## src/rtl/jtopl_timers.sv

```systemverilog
// jtopl_timers -- OPL Timer A / Timer B block.
// Turns the timer controls coming from the register interface into status
// flags, the interrupt line and the Timer A overflow strobe used for CSM key-on.
// Every piece of state advances only on cenop.
//
// Ports:
//   clk          system clock
//   rst          asynchronous reset, active-high
//   cenop        operator clock enable
//   value_A/B    8-bit reload values
//   load_A/B     1 = timer running, 0 = stopped (rising edge reloads)
//   flagen_A/B   1 = overflow may set the matching flag
//   clr_flag_A/B clear the matching flag (sampled with cenop)
//   flag_A/B     registered overflow flags
//   overflow_A   registered strobe, one cenop period per Timer A overflow
//   irq_n        active-low interrupt, ~(flag_A | flag_B)
//   status       {~irq_n, flag_A, flag_B, 5'd0}
module jtopl_timers #(
  parameter int PRE_A = 72,
  parameter int MUL_B = 4
) (
  input  logic       clk,
  input  logic       rst,
  input  logic       cenop,
  input  logic [7:0] value_A,
  input  logic [7:0] value_B,
  input  logic       load_A,
  input  logic       load_B,
  input  logic       flagen_A,
  input  logic       flagen_B,
  input  logic       clr_flag_A,
  input  logic       clr_flag_B,
  output logic       flag_A,
  output logic       flag_B,
  output logic       overflow_A,
  output logic       irq_n,
  output logic [7:0] status
);

  localparam int PW = (PRE_A > 1) ? $clog2(PRE_A) : 1;
  localparam int MW = (MUL_B > 1) ? $clog2(MUL_B) : 1;

  logic [PW-1:0] pre_q, pre_d;
  logic [MW-1:0] mul_q, mul_d;
  logic [7:0]    cnt_a_q, cnt_a_d, cnt_b_q, cnt_b_d;
  logic          load_a_q, load_a_d, load_b_q, load_b_d;
  logic          flag_a_q, flag_a_d, flag_b_q, flag_b_d;
  logic          ovf_a_q, ovf_a_d;
  logic          tick_a, tick_b, ovf_a, ovf_b;

  // Free-running prescalers: never restarted by load, so the first tick after
  // a timer starts lands anywhere within one prescaler period.
  always_comb begin
    pre_d  = pre_q;
    mul_d  = mul_q;
    tick_a = 1'b0;
    tick_b = 1'b0;
    if (cenop) begin
      if (pre_q == PW'(PRE_A - 1)) begin
        pre_d  = '0;
        tick_a = 1'b1;
      end else begin
        pre_d = pre_q + PW'(1);
      end
      if (tick_a) begin
        if (mul_q == MW'(MUL_B - 1)) begin
          mul_d  = '0;
          tick_b = 1'b1;
        end else begin
          mul_d = mul_q + MW'(1);
        end
      end
    end
  end

  // Counters: a load rising edge reloads and swallows any tick that cenop.
  always_comb begin
    cnt_a_d  = cnt_a_q;
    cnt_b_d  = cnt_b_q;
    ovf_a    = 1'b0;
    ovf_b    = 1'b0;
    load_a_d = load_a_q;
    load_b_d = load_b_q;
    if (cenop) begin
      load_a_d = load_A;
      load_b_d = load_B;
      if (load_A && !load_a_q) begin
        cnt_a_d = value_A;
      end else if (load_A && tick_a) begin
        if (cnt_a_q == 8'hFF) begin
          ovf_a   = 1'b1;
          cnt_a_d = value_A;
        end else begin
          cnt_a_d = cnt_a_q + 8'd1;
        end
      end
      if (load_B && !load_b_q) begin
        cnt_b_d = value_B;
      end else if (load_B && tick_b) begin
        if (cnt_b_q == 8'hFF) begin
          ovf_b   = 1'b1;
          cnt_b_d = value_B;
        end else begin
          cnt_b_d = cnt_b_q + 8'd1;
        end
      end
    end
  end

  // Flags: a qualifying overflow beats a simultaneous clear so no event is lost.
  always_comb begin
    flag_a_d = flag_a_q;
    flag_b_d = flag_b_q;
    ovf_a_d  = ovf_a_q;
    if (cenop) begin
      ovf_a_d = ovf_a;
      if (ovf_a && flagen_A)   flag_a_d = 1'b1;
      else if (clr_flag_A)     flag_a_d = 1'b0;
      if (ovf_b && flagen_B)   flag_b_d = 1'b1;
      else if (clr_flag_B)     flag_b_d = 1'b0;
    end
  end

  always_ff @(posedge clk or posedge rst) begin
    if (rst) begin
      pre_q    <= '0;
      mul_q    <= '0;
      cnt_a_q  <= 8'd0;
      cnt_b_q  <= 8'd0;
      load_a_q <= 1'b0;
      load_b_q <= 1'b0;
      flag_a_q <= 1'b0;
      flag_b_q <= 1'b0;
      ovf_a_q  <= 1'b0;
    end else begin
      pre_q    <= pre_d;
      mul_q    <= mul_d;
      cnt_a_q  <= cnt_a_d;
      cnt_b_q  <= cnt_b_d;
      load_a_q <= load_a_d;
      load_b_q <= load_b_d;
      flag_a_q <= flag_a_d;
      flag_b_q <= flag_b_d;
      ovf_a_q  <= ovf_a_d;
    end
  end

  assign flag_A     = flag_a_q;
  assign flag_B     = flag_b_q;
  assign overflow_A = ovf_a_q;
  assign irq_n      = ~(flag_a_q | flag_b_q);
  assign status     = {~irq_n, flag_a_q, flag_b_q, 5'd0};

endmodule

```

## config.mk

```make
export PLATFORM = sky130hd
export DESIGN_NAME = jtopl_timers
export DESIGN_NICKNAME = d
export VERILOG_FILES = /design/src/rtl/jtopl_timers.sv
export SDC_FILE = /design/constraint.sdc
export NUM_CORES = 1
export LEC_CHECK = 0
export BUFFER_PORTS_ARGS = -buffer_cell sky130_fd_sc_hd__buf_2
export CAP_MARGIN = 20
export CORE_MARGIN = 2
export CORE_UTILIZATION = 49
export DETAILED_ROUTE_END_ITERATION = 10
export PLACE_DENSITY = 0.72
export SETUP_SLACK_MARGIN = 0.15
export SLEW_MARGIN = 10
export SYNTH_ARGS = -nofsm -noshare
export SYNTH_HDL_FRONTEND = slang
export SYNTH_SLANG_ARGS = --single-unit
```

## constraint.sdc

```tcl
create_clock -name clk -period 2.3 [get_ports clk]
set_input_delay 0.115 -clock clk [delete_from_list [all_inputs] [get_ports clk]]
set_output_delay 0.115 -clock clk [all_outputs]
set_load 0.02 [all_outputs]
```

=== Yosys cells after proc, flatten, opt, wreduce, memory -nomap -nowiden ===
Cells that the tools add are included.

* $add $sub $neg: 4
* Eq/ne operators: 4
* Multiplexer cells: 26
* Bitwise logic cells: 2
* Reductions and logical operators: 17

{| class="wikitable"
|+ Operators with widths
! operator !! count
|-
| 8-bit two-way mux || 6
|-
| 1-bit two-way mux || 18
|-
| 8-bit by 1-bit adder with 8-bit output, second input constant || 2
|-
| 8-bit == test, second input constant || 2
|-
| 2-bit AND reduction || 5
|-
| 2-bit nonzero test || 4
|-
| 7-bit by 1-bit adder with 7-bit output, second input constant || 1
|-
| 7-bit == test, second input constant || 1
|-
| 7-bit two-way mux || 1
|-
| 1-bit logical AND || 6
|-
| 2-bit by 1-bit adder with 2-bit output, second input constant || 1
|-
| 2-bit == test, second input constant || 1
|-
| 1-bit logical NOT || 2
|-
| 2-bit two-way mux || 1
|-
| 1-bit inverter || 1
|-
| 1-bit OR || 1
|}

* Register bits: 30
* Bits of input ports: 25
* Output and inout bits: 12
* Word-level logic and storage cells: 62

=== Depth between registers and ports, before layout ===
* Depth after elaboration: 12
* Gate-level depth with buffers: 6

=== Worst setup path before layout ===
No wires, ideal clock.

* Path type: flip-flop to flip-flop
* Start point: reg pre_q[3]
* End point: reg cnt_b_q[1]
* Arrival: 1.918 ns
* Required time: 2.175 ns
* Path slack: 0.257 ns
* Stages on the path, launching flop included: 6
* Clock period less this slack: 2.043 ns
* Path through: dfrtp_1 or4b_1 buf_2 nor3_4 o21a_1 mux2_2

* Cells in the longest elaborated chain, start to end: 8

{| class="wikitable"
|+ RTL lines
! what !! RTL line !! source
|-
| from (decl) || 43 || <nowiki>logic [PW-1:0] pre_q, pre_d;</nowiki>
|-
| from (signal assigned) || 136 || <nowiki>pre_q <= pre_d;</nowiki>
|-
| 7-bit == test || 59 || <nowiki>if (pre_q == PW'(PRE_A - 1)) begin</nowiki>
|-
| 1-bit two-way mux || 59 ||
|-
| 1-bit two-way mux || 58 || <nowiki>if (cenop) begin</nowiki>
|-
| 1-bit two-way mux || 65 || <nowiki>if (tick_a) begin</nowiki>
|-
| 1-bit two-way mux || 58 ||
|-
| 1-bit logical AND || 99 || <nowiki>end else if (load_B && tick_b) begin</nowiki>
|-
| 2-bit nonzero test (no line) || - ||
|-
| 2-bit AND reduction (no line) || - ||
|-
| to (signal assigned) || 139 || <nowiki>cnt_b_q <= cnt_b_d;</nowiki>
|-
| to (decl) || 45 || <nowiki>logic [7:0] cnt_a_q, cnt_a_d, cnt_b_q, cnt_b_d;</nowiki>
|}

Every way passes these cells. The select of a mux whose other input is x is not followed.
A chain may end at the register's enable or synchronous reset.

=== Worst setup path in the final report ===
* Start point: reg pre_q[3]
* End point: reg flag_a_q, in the netlist flag_A

* Cells in the longest elaborated chain, start to end: 11

{| class="wikitable"
|+ RTL lines
! what !! RTL line !! source
|-
| 7-bit == test * || 59 ||
|-
| 1-bit two-way mux * || 59 ||
|-
| 1-bit two-way mux * (2 in a row) || 58 ||
|-
| 1-bit logical AND * || 89 || <nowiki>end else if (load_A && tick_a) begin</nowiki>
|-
| 1-bit two-way mux * || 89 ||
|-
| 1-bit two-way mux * || 87 || <nowiki>if (load_A && !load_a_q) begin</nowiki>
|-
| 1-bit two-way mux * || 84 || <nowiki>if (cenop) begin</nowiki>
|-
| 1-bit logical AND * || 117 || <nowiki>if (ovf_a && flagen_A) flag_a_d = 1'b1;</nowiki>
|-
| 2-bit nonzero test (no line) || - ||
|-
| 2-bit AND reduction (no line) || - ||
|-
| to (signal assigned) || 142 || <nowiki>flag_a_q <= flag_a_d;</nowiki>
|-
| to (decl) || 47 || <nowiki>logic flag_a_q, flag_a_d, flag_b_q, flag_b_d;</nowiki>
|}

Mark *: on every way between the ends. The rest lies on a longest branch, timed or not. The select of a mux whose other input is x is not followed.

==> metrics.cfg <==
[logic_synthesis]
synth.top_cell.area_share_pct = 40.3
synth_seq_cells = 30
async_flop_share_pct = 100
syn_inst = 204
synth_top_area_cell = dfrtp_1
synthAdderAreaFrac_pct = 2.69
yosysUniqueCellTypes = 54
synth_warnings = 0
synth.avg_cell_area_um2 = 9.12
synth_enable_flop_cells = 0
synth_flop_cell = dfrtp_1
yosys-top-cells-area = dfrtp_1, nand2_1, mux2_2
syn_area_um2 = 1860
synth_top_family_by_area = compound AO/OA/AOI/OAI gates
yosys.area_share.simple_pct = 20.0
synth_xor_area_share_pct = 1.88
synth_mux_area_share_pct = 5.18
ys_seq_area_share_pct = 40.3
synth_most_common_cell = dfrtp_1
synth-compound-area-share_pct = 22.5
synth_commonest_cells = dfrtp_1, nand2_1, inv_1

[layout]
syn_to_final_growth_pct = 14.3
final_util_pct = 58.1
final_cells = 283
fin_nets = 264
antenna_cells = 0
drive_above_1_share_pct = 23.4

[sta]
timing.setup.tns_ps = 0
period_share_pct = 88.2
holdWs_ps = 39.5
setup_viol = 0
layout_min_cycle_time_ps = 2030
rsz0062_at_grt = false
max_freq_ghz = 0.493
drv_slew = 0
clock_skew_ps = 4.93
hold_violations = 0

[clock_tree]
cts_max_level = 2
clk_latency_ps = 270
cts_setup_buffers = 0
cts_root_buf = clkbuf_8
clockBufferDepth = 2
clkSlewWorstSetupHoldPaths_ps = 60
numCtsBuffers = 5
cts_num_sinks = 30
cts_tree = yes

[floorplan]
start_util_pct = 50.8
die_y_um = 65.6
die_w_um = 65.6
ios = 37
core_area_um2 = 3660
rows = 22
die_area_um2 = 4310

[placement]
port_buffers = 31
placed_cells = 275
hpwl_um = 2860
gp_congestion = 0.810

[global_route]
antenna_found_initial = 0
grt_pass1_vias = 1527
grt_max_degree = 31
grt_first_pass_wirelength_um = 6750
grt_usage_pct = 20.1
gr-total-overflow = 0

[power_and_ir_drop]
power.leakage_nw = 1.00
ir_drop_uv = 508
power_mw = 1.77
power_density_nw_per_um2 = 833

[setup_path]
critPathMaxFanout = 7
cp_data_arrival_time_ps = 2240
crit_slowest_cell = or4b_4
setup.worst_path.class = flip-flop to flip-flop
required_ps = 2510
worst_setup_path_end_kind = flip-flop
cp_num_buf_inv = 0
critPathLaunchType = flip-flop
critPathTopFamily = simple AND/OR/NAND/NOR gates
critPathMaxStageDelay_ps = 620
path_cells = or4b_4, or4_4, nor2_1, a22o_1

[detailed_routing]
drt_wl_total_um = 3960
wire_per_inst_um = 14.0
ant_nets = 0
vias_per_cell = 5.76
firstDrtPassIters = 4
drt-initial-drc-count = 105
drc = 0
vias = 1629

[job]
maxCapViolations = 0

[run_status]
status = completed

[min_path]
hp-class = primary input to flip-flop

## report_power, final
part,internal [mW],leakage (nW),switching [mW]
Clock,0.208,0.0383,0.182
Sequential,0.670,0.362,0.183
Combinational,0.259,0.599,0.272
## area by class of cell
type                    count  area (um^2)
well taps                  48         60.1
multi-input cells         150         1000
flip-flops and latches     30          751
fillers                   334         1530
inverters                  12         45.0
repair buffers             36          195
clock buffers               7         76.3
## final timing paths
path	slack (ps)	from	cells after the start	endpoint
worst max register to register	270	pre_q[3]	4	flag_A
max in group asynchronous	1540	rst	4	mul_q[1]
worst max-delay path	270	pre_q[3]	4	flag_A
worst min-delay path	40	value_A[6]	3	cnt_a_q[6]
min in group asynchronous	470	rst	4	cnt_a_q[2]
worst min register to register	480	overflow_A	1	overflow_A
## registers in the layout, indices dropped and copies added, names as in the netlist
| signal | flops |
|---|---|
| load_b_q | 1 |
| overflow_A | 1 |
| flag_A | 1 |
| load_a_q | 1 |
| mul_q | 2 |
| pre_q | 7 |
| flag_B | 1 |
| cnt_b_q | 8 |
| cnt_a_q | 8 |
## routing by layer
layer / GRT usage (%) / vias up / routed length, um
met3: 5.99 / 4 / 158
met2: 32.6 / 38 / 1860
met5: 0 / - / 0
met4: 5.73 / 0 / 33
met1: 25.9 / 780 / 1910
li1: - / 807 / -
## cell families (layout without fill, tap and decap cells)
family,count (synthesis),after routing
AND/OR/NAND/NOR,69,69
flip-flops,30,30
adder cells (fa/ha/maj),4,4
AO/OA/AOI/OAI,59,59
buffers and inverters,28,55
XOR/XNOR,4,4
multiplexers,9,9
other,1,5
## worst min-delay path, stage by stage
cell and delay, ps:
buf_2 70, nand2_1 50, o21ai_2 40
## metrics by stage
| step | setup WS (ps) | cell area [um^2] |
|---|---|---|
| 2_1_floorplan | 257 | 1880 |
| 3_3_place_gp | 190 | 2030 |
| 3_5_place_dp | 161 | 2030 |
| 4_1_cts | 153 | 2120 |
| 5_1_grt | 199 | 2130 |
| 6_report | 271 | 2130 |
## repair_timing
action | 4_1_cts | 5_1_grt
setup endpoints to repair | 0 | 8
gates resized for setup | 0 | 2
hold endpoints to repair | 30 | 0
hold buffers | 1 | 0
## cells in the final DEF (no fill, tap or decap), types with 2 or more instances in the layout
| master | Yosys | routed |
|---|---|---|
| nand3_1 | 7 | 7 |
| mux2_2 | 5 | 5 |
| nand4_1 | 7 | 7 |
| a221o_1 | 2 | 2 |
| nand2b_1 | 2 | 2 |
| a31oi_1 | 5 | 5 |
| nand2_1 | 21 | 21 |
| ha_1 | 4 | 4 |
| nor3_1 | 2 | 2 |
| clkbuf_8 | 0 | 5 |
| a311oi_1 | 2 | 2 |
| o22ai_1 | 4 | 4 |
| clkbuf_1 | 7 | 2 |
| a21o_1 | 3 | 3 |
| dfrtp_1 | 30 | 30 |
| and2_1 | 3 | 3 |
| buf_4 | 7 | 4 |
| conb_1 | 1 | 5 |
| o211ai_1 | 3 | 3 |
| or2_2 | 2 | 2 |
| mux2i_1 | 4 | 4 |
| a21oi_1 | 8 | 7 |
| nor2_1 | 9 | 9 |
| a31o_2 | 3 | 3 |
| xnor2_1 | 2 | 2 |
| inv_1 | 12 | 12 |
| o21ai_0 | 9 | 9 |
| a22o_1 | 2 | 2 |
| xor2_1 | 2 | 2 |
| buf_2 | 1 | 31 |
| a22oi_1 | 2 | 2 |
| a41o_1 | 2 | 2 |
| o21a_1 | 2 | 2 |
| and3_1 | 6 | 6 |
| nor2b_1 | 2 | 2 |
| o2bb2ai_1 | 2 | 2 |
(Power assumes the default switching activity.)
